`config.mk`:
```
export PLATFORM = sky130hd
export DESIGN_NAME = multiword_adder_sequencer
export DESIGN_NICKNAME = d
export VERILOG_FILES = /design/src/rtl/multiword_adder_sequencer.sv
export SDC_FILE = /design/constraint.sdc
export NUM_CORES = 1
export LEC_CHECK = 0
export CAP_MARGIN = 10
export CORE_ASPECT_RATIO = 1.5
export CORE_MARGIN = 4
export CORE_UTILIZATION = 55
export DETAILED_ROUTE_END_ITERATION = 8
export PLACE_DENSITY = 0.93
export SYNTH_ARGS = -nofsm -noshare
export SYNTH_HDL_FRONTEND = slang
export SYNTH_HIERARCHICAL = 1
export SYNTH_SLANG_ARGS = --single-unit
```
`constraint.sdc`:
```
create_clock -name CLK -period 7.7 [get_ports CLK]
set_input_delay 0.77 -clock CLK [delete_from_list [all_inputs] [get_ports CLK]]
set_output_delay 0.77 -clock CLK [all_outputs]
set_load 0.02 [all_outputs]
```
`src/rtl/multiword_adder_sequencer.sv`:
```
// Multi-precision add/subtract: one fast_adder word per cycle, carry
// held in a register between words, valid/ready on both sides.
//
// fast_adder ports:
//   a, b, c_in      word operands and carry-in
//   sum, c_out      word result and carry-out
//   p_out, g_out    word-level propagate / generate
//
// multiword_adder_sequencer ports:
//   CLK, RST                  clock, synchronous active-high reset
//   IN_VALID, IN_READY        operand handshake (IN_READY = IDLE)
//   SUB, C_IN, A, B           operation select, carry-in, operands
//   OUT_VALID, OUT_READY      result handshake
//   R, C_OUT, OVERFLOW        result, top carry, signed overflow

module fast_adder #(
    parameter int cascade_size = 4,
    parameter int bit_width    = 8
) (
    input  logic [bit_width-1:0] a,
    input  logic [bit_width-1:0] b,
    input  logic                 c_in,
    output logic [bit_width-1:0] sum,
    output logic                 c_out,
    output logic                 p_out,
    output logic                 g_out
);

    logic [bit_width-1:0] p;
    logic [bit_width-1:0] g;
    logic [bit_width:0]   carry;

    assign p = a ^ b;
    assign g = a & b;

    // Each bit's carry is formed from its group's carry-in plus the
    // group-local generate/propagate prefix, so the ripple path is one
    // step per cascade_size bits rather than one per bit.
    always_comb begin
        logic gg;
        logic pp;
        logic gw;
        carry    = '0;
        carry[0] = c_in;
        gw       = 1'b0;
        for (int s = 0; s < bit_width; s += cascade_size) begin
            gg = 1'b0;
            pp = 1'b1;
            for (int j = s; j < s + cascade_size && j < bit_width; j++) begin
                gg = g[j] | (p[j] & gg);
                pp = pp & p[j];
                carry[j+1] = gg | (pp & carry[s]);
            end
        end
        for (int k = 0; k < bit_width; k++) begin
            gw = g[k] | (p[k] & gw);
        end
        g_out = gw;
    end

    assign sum   = p ^ carry[bit_width-1:0];
    assign c_out = carry[bit_width];
    assign p_out = &p;

endmodule

module multiword_adder_sequencer #(
    parameter int cascade_size = 4,
    parameter int bit_width    = 8,
    parameter int word_count   = 4,
    localparam int W           = word_count * bit_width,
    localparam int IW          = (word_count > 1) ? $clog2(word_count) : 1
) (
    input  logic         CLK,
    input  logic         RST,
    input  logic         IN_VALID,
    output logic         IN_READY,
    input  logic         SUB,
    input  logic         C_IN,
    input  logic [W-1:0] A,
    input  logic [W-1:0] B,
    output logic         OUT_VALID,
    input  logic         OUT_READY,
    output logic [W-1:0] R,
    output logic         C_OUT,
    output logic         OVERFLOW
);

    typedef enum logic [1:0] {
        IDLE = 2'd0,
        RUN  = 2'd1,
        DONE = 2'd2
    } state_t;

    localparam logic [IW-1:0] LAST = IW'(word_count - 1);

    state_t state;
    logic [IW-1:0] idx;
    logic          carry_q;

    logic [word_count-1:0][bit_width-1:0] a_q;
    logic [word_count-1:0][bit_width-1:0] bx_q;
    logic [word_count-1:0][bit_width-1:0] r_q;

    logic [bit_width-1:0] a_word;
    logic [bit_width-1:0] b_word;
    logic [bit_width-1:0] sum;
    logic                 c_next;
    logic                 ov_next;

    assign a_word = a_q[idx];
    assign b_word = bx_q[idx];

    // Word-level P/G are not needed: carry crosses words via carry_q.
    fast_adder #(
        .cascade_size(cascade_size),
        .bit_width   (bit_width)
    ) u_add (
        .a    (a_word),
        .b    (b_word),
        .c_in (carry_q),
        .sum  (sum),
        .c_out(c_next),
        .p_out(),
        .g_out()
    );

    // Only meaningful on the last word, where idx selects the top word.
    assign ov_next = (a_q[word_count-1][bit_width-1] ==
                      bx_q[word_count-1][bit_width-1]) &&
                     (sum[bit_width-1] != a_q[word_count-1][bit_width-1]);

    assign IN_READY = (state == IDLE);
    assign R        = r_q;

    always_ff @(posedge CLK) begin
        if (RST) begin
            state     <= IDLE;
            idx       <= '0;
            carry_q   <= 1'b0;
            a_q       <= '0;
            bx_q      <= '0;
            r_q       <= '0;
            C_OUT     <= 1'b0;
            OVERFLOW  <= 1'b0;
            OUT_VALID <= 1'b0;
        end else begin
            unique case (state)
                IDLE: begin
                    if (IN_VALID) begin
                        a_q     <= A;
                        bx_q    <= SUB ? ~B : B;
                        carry_q <= SUB ? 1'b1 : C_IN;
                        idx     <= '0;
                        r_q     <= '0;
                        state   <= RUN;
                    end
                end
                RUN: begin
                    r_q[idx] <= sum;
                    carry_q  <= c_next;
                    if (idx == LAST) begin
                        C_OUT     <= c_next;
                        OVERFLOW  <= ov_next;
                        OUT_VALID <= 1'b1;
                        idx       <= '0;
                        state     <= DONE;
                    end else begin
                        idx <= idx + 1'b1;
                    end
                end
                DONE: begin
                    if (OUT_READY) begin
                        OUT_VALID <= 1'b0;
                        state     <= IDLE;
                    end
                end
                default: state <= IDLE;
            endcase
        end
    end

endmodule
```
=== Yosys cells after proc, flatten, opt, wreduce, memory -nomap -nowiden ===
Cells that the tools add are included.

* Divide/modulo/power cells: 0
* Shifts and indexed selects: 0
* Bitwise logic cells: 38
* Reduce and logical (&&, ||, !) cells: 10
* Muxes and demuxes: 23
* Add/sub/neg operators: 1
* $lt $le $gt $ge: 2
* Equality and inequality tests: 8
* Multipliers: 0

{| class="wikitable"
|+ Operator list
! kind !! number
|-
| $mux W32 || 2
|-
| $pmux W32 S2 || 1
|-
| $bmux W8 S2 || 2
|-
| $bwmux W32 || 1
|-
| $not A32 Y32 || 1
|-
| $mux W8 || 3
|-
| $and A1 B1 Y1 || 20
|-
| $demux W8 S2 || 1
|-
| $xor A8 B8 Y8 || 2
|-
| $or A1 B1 Y1 || 14
|-
| $mux W2 || 5
|-
| $and A8 B8 Y8 || 1
|-
| $ne A2 B2 Y1 const B || 3
|-
| $pmux W2 S3 || 1
|-
| $reduce_and A2 Y1 || 3
|-
| $reduce_and A3 Y1 || 2
|-
| $eq A2 B2 Y1 const B || 2
|-
| $mux W1 || 4
|-
| $pmux W1 S2 || 2
|-
| $pmux W2 S2 || 1
|-
| $reduce_bool A2 Y1 || 2
|-
| $lt A2 B3 Y1 const B || 1
|-
| $add A2 B1 Y2 const B || 1
|-
| $eq A2 B1 Y1 const B || 1
|-
| 5 further kinds || 6
|}

* Bits in latches: 0
* RAM bits: 0
* Memory bits (read-only): 0
* Memories: 0
* Bits of input ports: 70
* Register bits: 104
* Output and inout bits: 36

=== Logic depth before layout (Yosys ltp) ===
* Depth after elaboration: 15
* Gate-level depth with buffers: 11

=== Modules after synthesis ===
The synthesis kept the hierarchy.

{| class="wikitable"
|+ By module, submodules not included
! module !! area each (µm²) !! seq. area each (µm²) !! cells each !! times used
|-
| multiword_adder_sequencer || 4501.8 || 2082.0 || 480 || 1
|-
| fast_adder || 381.6 || 0.0 || 46 || 1
|}

=== Worst setup path before layout ===
No wires, ideal clock.

* Path kind: reg-to-reg
* From: reg idx[0]
* To: reg OVERFLOW
* Cell stages (with the launch flop): 12
* Setup slack: 4.929 ns
* Library setup time: 0.134 ns
* Data required time: 7.566 ns
* Data arrival time: 2.637 ns
* Clock period less this slack: 2.771 ns
* Cells stage by stage: dfxtp_1 > buf_2 > buf_2 > mux4_2 > ha_1 > inv_1 > o21bai_1 > a21oi_2 > xnor2_1 > and3b_1 > a21oi_1 > a211oi_1

{| class="wikitable"
|+ RTL lines
! item !! RTL line !! text
|-
| start, declared || 98 || <nowiki>logic [IW-1:0] idx;</nowiki>
|-
| start signal, assigned || 169 || <nowiki>idx <= idx + 1'b1;</nowiki>
|-
| $bmux W8 S2 (*) || 112 || <nowiki>assign b_word = bx_q[idx];</nowiki>
|-
| $mux W8 (not written as such) (*) || 112 ||
|-
| named net b_word[6] || 106 || <nowiki>logic [bit_width-1:0] b_word;</nowiki>
|-
| $xor A8 B8 Y8 || 33 || <nowiki>assign p = a ^ b;</nowiki>
|-
| $and A1 B1 Y1 (on tied branches) || 50, 51 ||
|-
| $or A1 B1 Y1 or $and A1 B1 Y1 (tied branches) || 50, 52 ||
|-
| $or A1 B1 Y1 (*) || 52 || <nowiki>carry[j+1] = gg | (pp & carry[s]);</nowiki>
|-
| $xor A8 B8 Y8 (*) || 61 || <nowiki>assign sum = p ^ carry[bit_width-1:0];</nowiki>
|-
| named net sum[7] || 107 || <nowiki>logic [bit_width-1:0] sum;</nowiki>
|-
| $ne A1 B1 Y1 (*) || 131 || <nowiki>(sum[bit_width-1] != a_q[word_count-1][bit_width-1]);</nowiki>
|-
| $logic_and A1 B1 Y1 (*) || 130 || <nowiki>bx_q[word_count-1][bit_width-1]) &&</nowiki>
|-
| end signal, assigned || 164 || <nowiki>OVERFLOW <= ov_next;</nowiki>
|-
| end, declared || 86 || <nowiki>output logic OVERFLOW</nowiki>
|}

The timed path passes the listed nets; every way through them passes the cells marked *. The select of a mux whose other input is x is not followed.
A chain may end at the register's enable or synchronous reset.

=== Worst setup path in the final report ===
* From: reg idx[1]
* To: reg r_q (netlist bit R[21])

* Longest elaborated chain between the ends: 15

{| class="wikitable"
|+ Ends and longest elaborated chain
! item !! RTL line !! text
|-
| $bmux W8 S2 (*) || 112 ||
|-
| $mux W8 (not written as such) (*) || 112 ||
|-
| named net b_word[0] || 106 ||
|-
| $and A8 B8 Y8 || 34 || <nowiki>assign g = a & b;</nowiki>
|-
| $and A1 B1 Y1 || 50 || <nowiki>gg = g[j] | (p[j] & gg);</nowiki>
|-
| $or A1 B1 Y1 || - ||
|-
| $and A1 B1 Y1 || - ||
|-
| $or A1 B1 Y1 || - ||
|-
| $and A1 B1 Y1 || - ||
|-
| $or A1 B1 Y1 || - ||
|-
| $or A1 B1 Y1 (*) || 52 ||
|-
| $and A1 B1 Y1 (*) || 52 ||
|-
| $or A1 B1 Y1 (*) || 52 ||
|-
| $xor A8 B8 Y8 (*) || 61 ||
|-
| named net sum[5] || 107 ||
|-
| $bwmux W32 (*) || 160 || <nowiki>r_q[idx] <= sum;</nowiki>
|-
| $pmux W32 S2 (*) || 148 || <nowiki>unique case (state)</nowiki>
|-
| end signal, assigned by index || 160 ||
|-
| end, declared || 103 || <nowiki>logic [word_count-1:0][bit_width-1:0] r_q;</nowiki>
|}

Marked as above.

==> reports/qor_table.md <==
| Metric | Reported | Unit |
|---|---|---|
| Overall Power | 1290 | µW |
| Post-route ant nets | 0 | - |
| Number of buffers added on ports | 105 | - |
| Capturing element type of the critical path | flop | - |
| WL/cell | 18.14 | µm |
| Row Count | 41 | - |
| Count of max-cap constraint violations | 0 | - |
| Number of endpoints with negative hold slack in the final report | 0 | - |
| Via count | 4313 | - |
| Post-Synthesis Cells | 519 | - |
| Vias in the first global route | 4172 | - |
| Max-slew violation count | 0 | - |
| Largest buffer count on any clock path | 2 | - |
| Data arrival time of the worst path | 3.72 | ns |
| Part of the cycle the worst path needs | 45.15 | % |
| Maximum number of pins on one net before global-route repair | 113 | - |
| Count of antenna diodes in the layout | 0 | - |
| First-pass GRT wire length | 19590 | µm |
| Number of setup violations in the final report | 0 | - |
| Area occupied by registers | 2082 | µm² |
| Clk pin slew, worst setup/hold paths | 0.07 | ns |
| Final HPWL DP | 8704 | µm |
| Clock buffer count from CTS | 9 | - |
| Vertical die dimension | 123.0 | µm |
| Clock tree from TritonCTS | yes | - |
| Drt pass-1 iters | 6 | - |
| Startpoint type of the worst setup path | flop | - |
| Class of the tightest hold or removal check | reg2reg | - |
| Peak fanout along the critical path | 21 | - |
| Worst path max stage delay | 1.02 | ns |
| Die area | 10410 | µm² |
| Global route total overflow | 0 | - |
| Number of fillers in the final layout | 584 | - |
| Status | completed | - |
| Worst relative slew slack | 29.44 | % |
| Path type of the worst setup path | reg2reg | - |
| Aggregate global-route resource usage | 24.03 | % |
| WP data required | 7.94 | ns |
| Actual slew at the worst max-slew pin | 1.058 | ns |
| Clock Sink Count | 104 | - |
| Mean area per synthesized cell | 9.344 | µm² |
| Antenna violations before repair | 0 | - |
| Placeable Area | 8516 | µm² |
| Weighted congestion reported at the end of routability-driven placement | 0.8857 | - |
| # hold bufs at CTS | 0 | - |
| Detailed router's first-iteration violation count | 414 | - |
| Yosys warnings | 6 | - |
| Total number of nets in the final design | 683 | - |
| Cell at the slowest stage of the critical path | sky130_fd_sc_hd__dfxtp_1 | - |
| H-tree depth reported by CTS | 3 | - |
| Post-CTS setup buffer count | 0 | - |
| Worst vdd ir | 0.1382 | mV |
| Net count of the mapped netlist | 604 | - |
| List of cells traversed by the critical path | mux4_2, ha_1, a21oi_2, o211ai_4, fa_1, xor2_1, nand2b_1, o32ai_1 | - |
| CTS-repair resized insts | 0 | - |
| Skew-Pair Late Insertion Delay | 0.34 | ns |
| Area overhead of the layout relative to synthesis | 27.53 | % |
| RSZ-0062 raised after global routing | false | - |
| Pwr/cell area | 208.6 | nW/µm² |
| Max Clock Skew | 0.007314 | ns |
| Width of the die | 84.67 | µm |
| Share of final-layout standard cells stronger than drive strength 1 | 7.794 | % |
| Static Leak | 0.002169 | µW |
| Fmax achieved | 0.2877 | GHz |
| Total standard cell area after synthesis | 4850 | µm² |
| Vias per std cell | 6.075 | - |
| Min cycle time layout | 3.476 | ns |
| Total I/O pin count | 106 | - |
| Root buffer cell | sky130_fd_sc_hd__clkbuf_16 | - |
| Area used by multi-input combinational logic | 2457 | µm² |
| Final routed wirelength across all metal layers | 12880 | µm |
| Initial Utilization | 56.95 | % |
| Total negative slack | 0 | ns |
| Number of remaining DRC errors | 0 | - |
==> cell type report <==
cell class	count	share of cell area, %
well taps	107	2.165
repair buffers	108	17.56
flip-flops and latches	104	33.66
clock inverters	4	0.8497
clock buffers	12	4.147
multi-input cells	344	39.73
inverters	31	1.881
==> registers in the layout, summed over array words and instances (netlist names) <==
name and count:
idx 2, a_q 32, C_OUT 1, state 2
R 32, carry_q 1, bx_q 32, OUT_VALID 1
OVERFLOW 1
==> power breakdown <==
group	leakage, µW	switching, µW	internal, µW	total [µW]
Sequential	0.000852	21.8	569	591
Combinational	0.00116	126	109	235
Clock	0.000153	194	270	464
Total	0.00217	342	948	1290
==> per-layer routing <==
| metal | share of wire, % | vias to the layer above | GRT usage (%) |
|---|---|---|---|
| met4 | 7.1 | 0 | 17.62 |
| li1 | - | 1984 | - |
| met3 | 6.6 | 78 | 4.533 |
| met5 | 0 | - | 0 |
| met2 | 53 | 264 | 44.51 |
| met1 | 33 | 1987 | 23.48 |
==> placed cells by master (no fill, tap or decap), types with 8 or more instances in the layout <==
cell                              instances
sky130_fd_sc_hd__a211oi_1                33
sky130_fd_sc_hd__a21oi_1                 46
sky130_fd_sc_hd__clkbuf_16                9
sky130_fd_sc_hd__clkdlybuf4s50_1        103
sky130_fd_sc_hd__dfxtp_1                104
sky130_fd_sc_hd__ha_1                    13
sky130_fd_sc_hd__inv_1                   31
sky130_fd_sc_hd__mux4_2                  16
sky130_fd_sc_hd__nand2_1                 66
sky130_fd_sc_hd__nand2b_1                10
sky130_fd_sc_hd__nand4_1                  8
sky130_fd_sc_hd__nor2_1                  42
sky130_fd_sc_hd__o21ai_0                  9
sky130_fd_sc_hd__o32ai_1                 24
sky130_fd_sc_hd__xnor2_1                 34
==> worst max-delay path: cells and delay by family (launching register included) <==
| family | cells | cell delay, ns |
|---|---|---|
| flip-flops | 1 | 1.02 |
| adder cells (fa/ha/maj) | 2 | 0.71 |
| multiplexers | 1 | 0.65 |
| AO/OA/AOI/OAI | 3 | 0.53 |
| XOR/XNOR | 1 | 0.30 |
| AND/OR/NAND/NOR | 1 | 0.16 |
==> metrics by stage <==
| stage | cells | cell area [µm²] | setup WS, ns | util (%) | hold slack (ns) |
|---|---|---|---|---|---|
| 2_1_floorplan | 519 | 4850 | 4.929 | - | 0.4331 |
| 6_report | 710 | 6185 | 4.224 | 72.63 | 0.4590 |
| 3_3_place_gp | 693 | 5848 | 4.517 | 68.67 | 0.4416 |
| 5_1_grt | 710 | 6185 | 4.075 | 72.63 | 0.4785 |
| 3_5_place_dp | 693 | 5848 | 4.374 | 68.67 | 0.4467 |
| 4_1_cts | 709 | 6157 | 4.258 | 72.30 | 0.4583 |
==> final timing paths <==
check / startpoint / end / slack (ns) / cells after the start
worst max-delay path: idx[1] / R[21] / 4.22 / 8
worst min-delay path: a_q[27] / a_q[27] / 0.46 / 2
worst max register to register: idx[1] / R[21] / 4.22 / 8
worst min register to register: a_q[27] / a_q[27] / 0.46 / 2
Power figures use the tool's default switching activity.
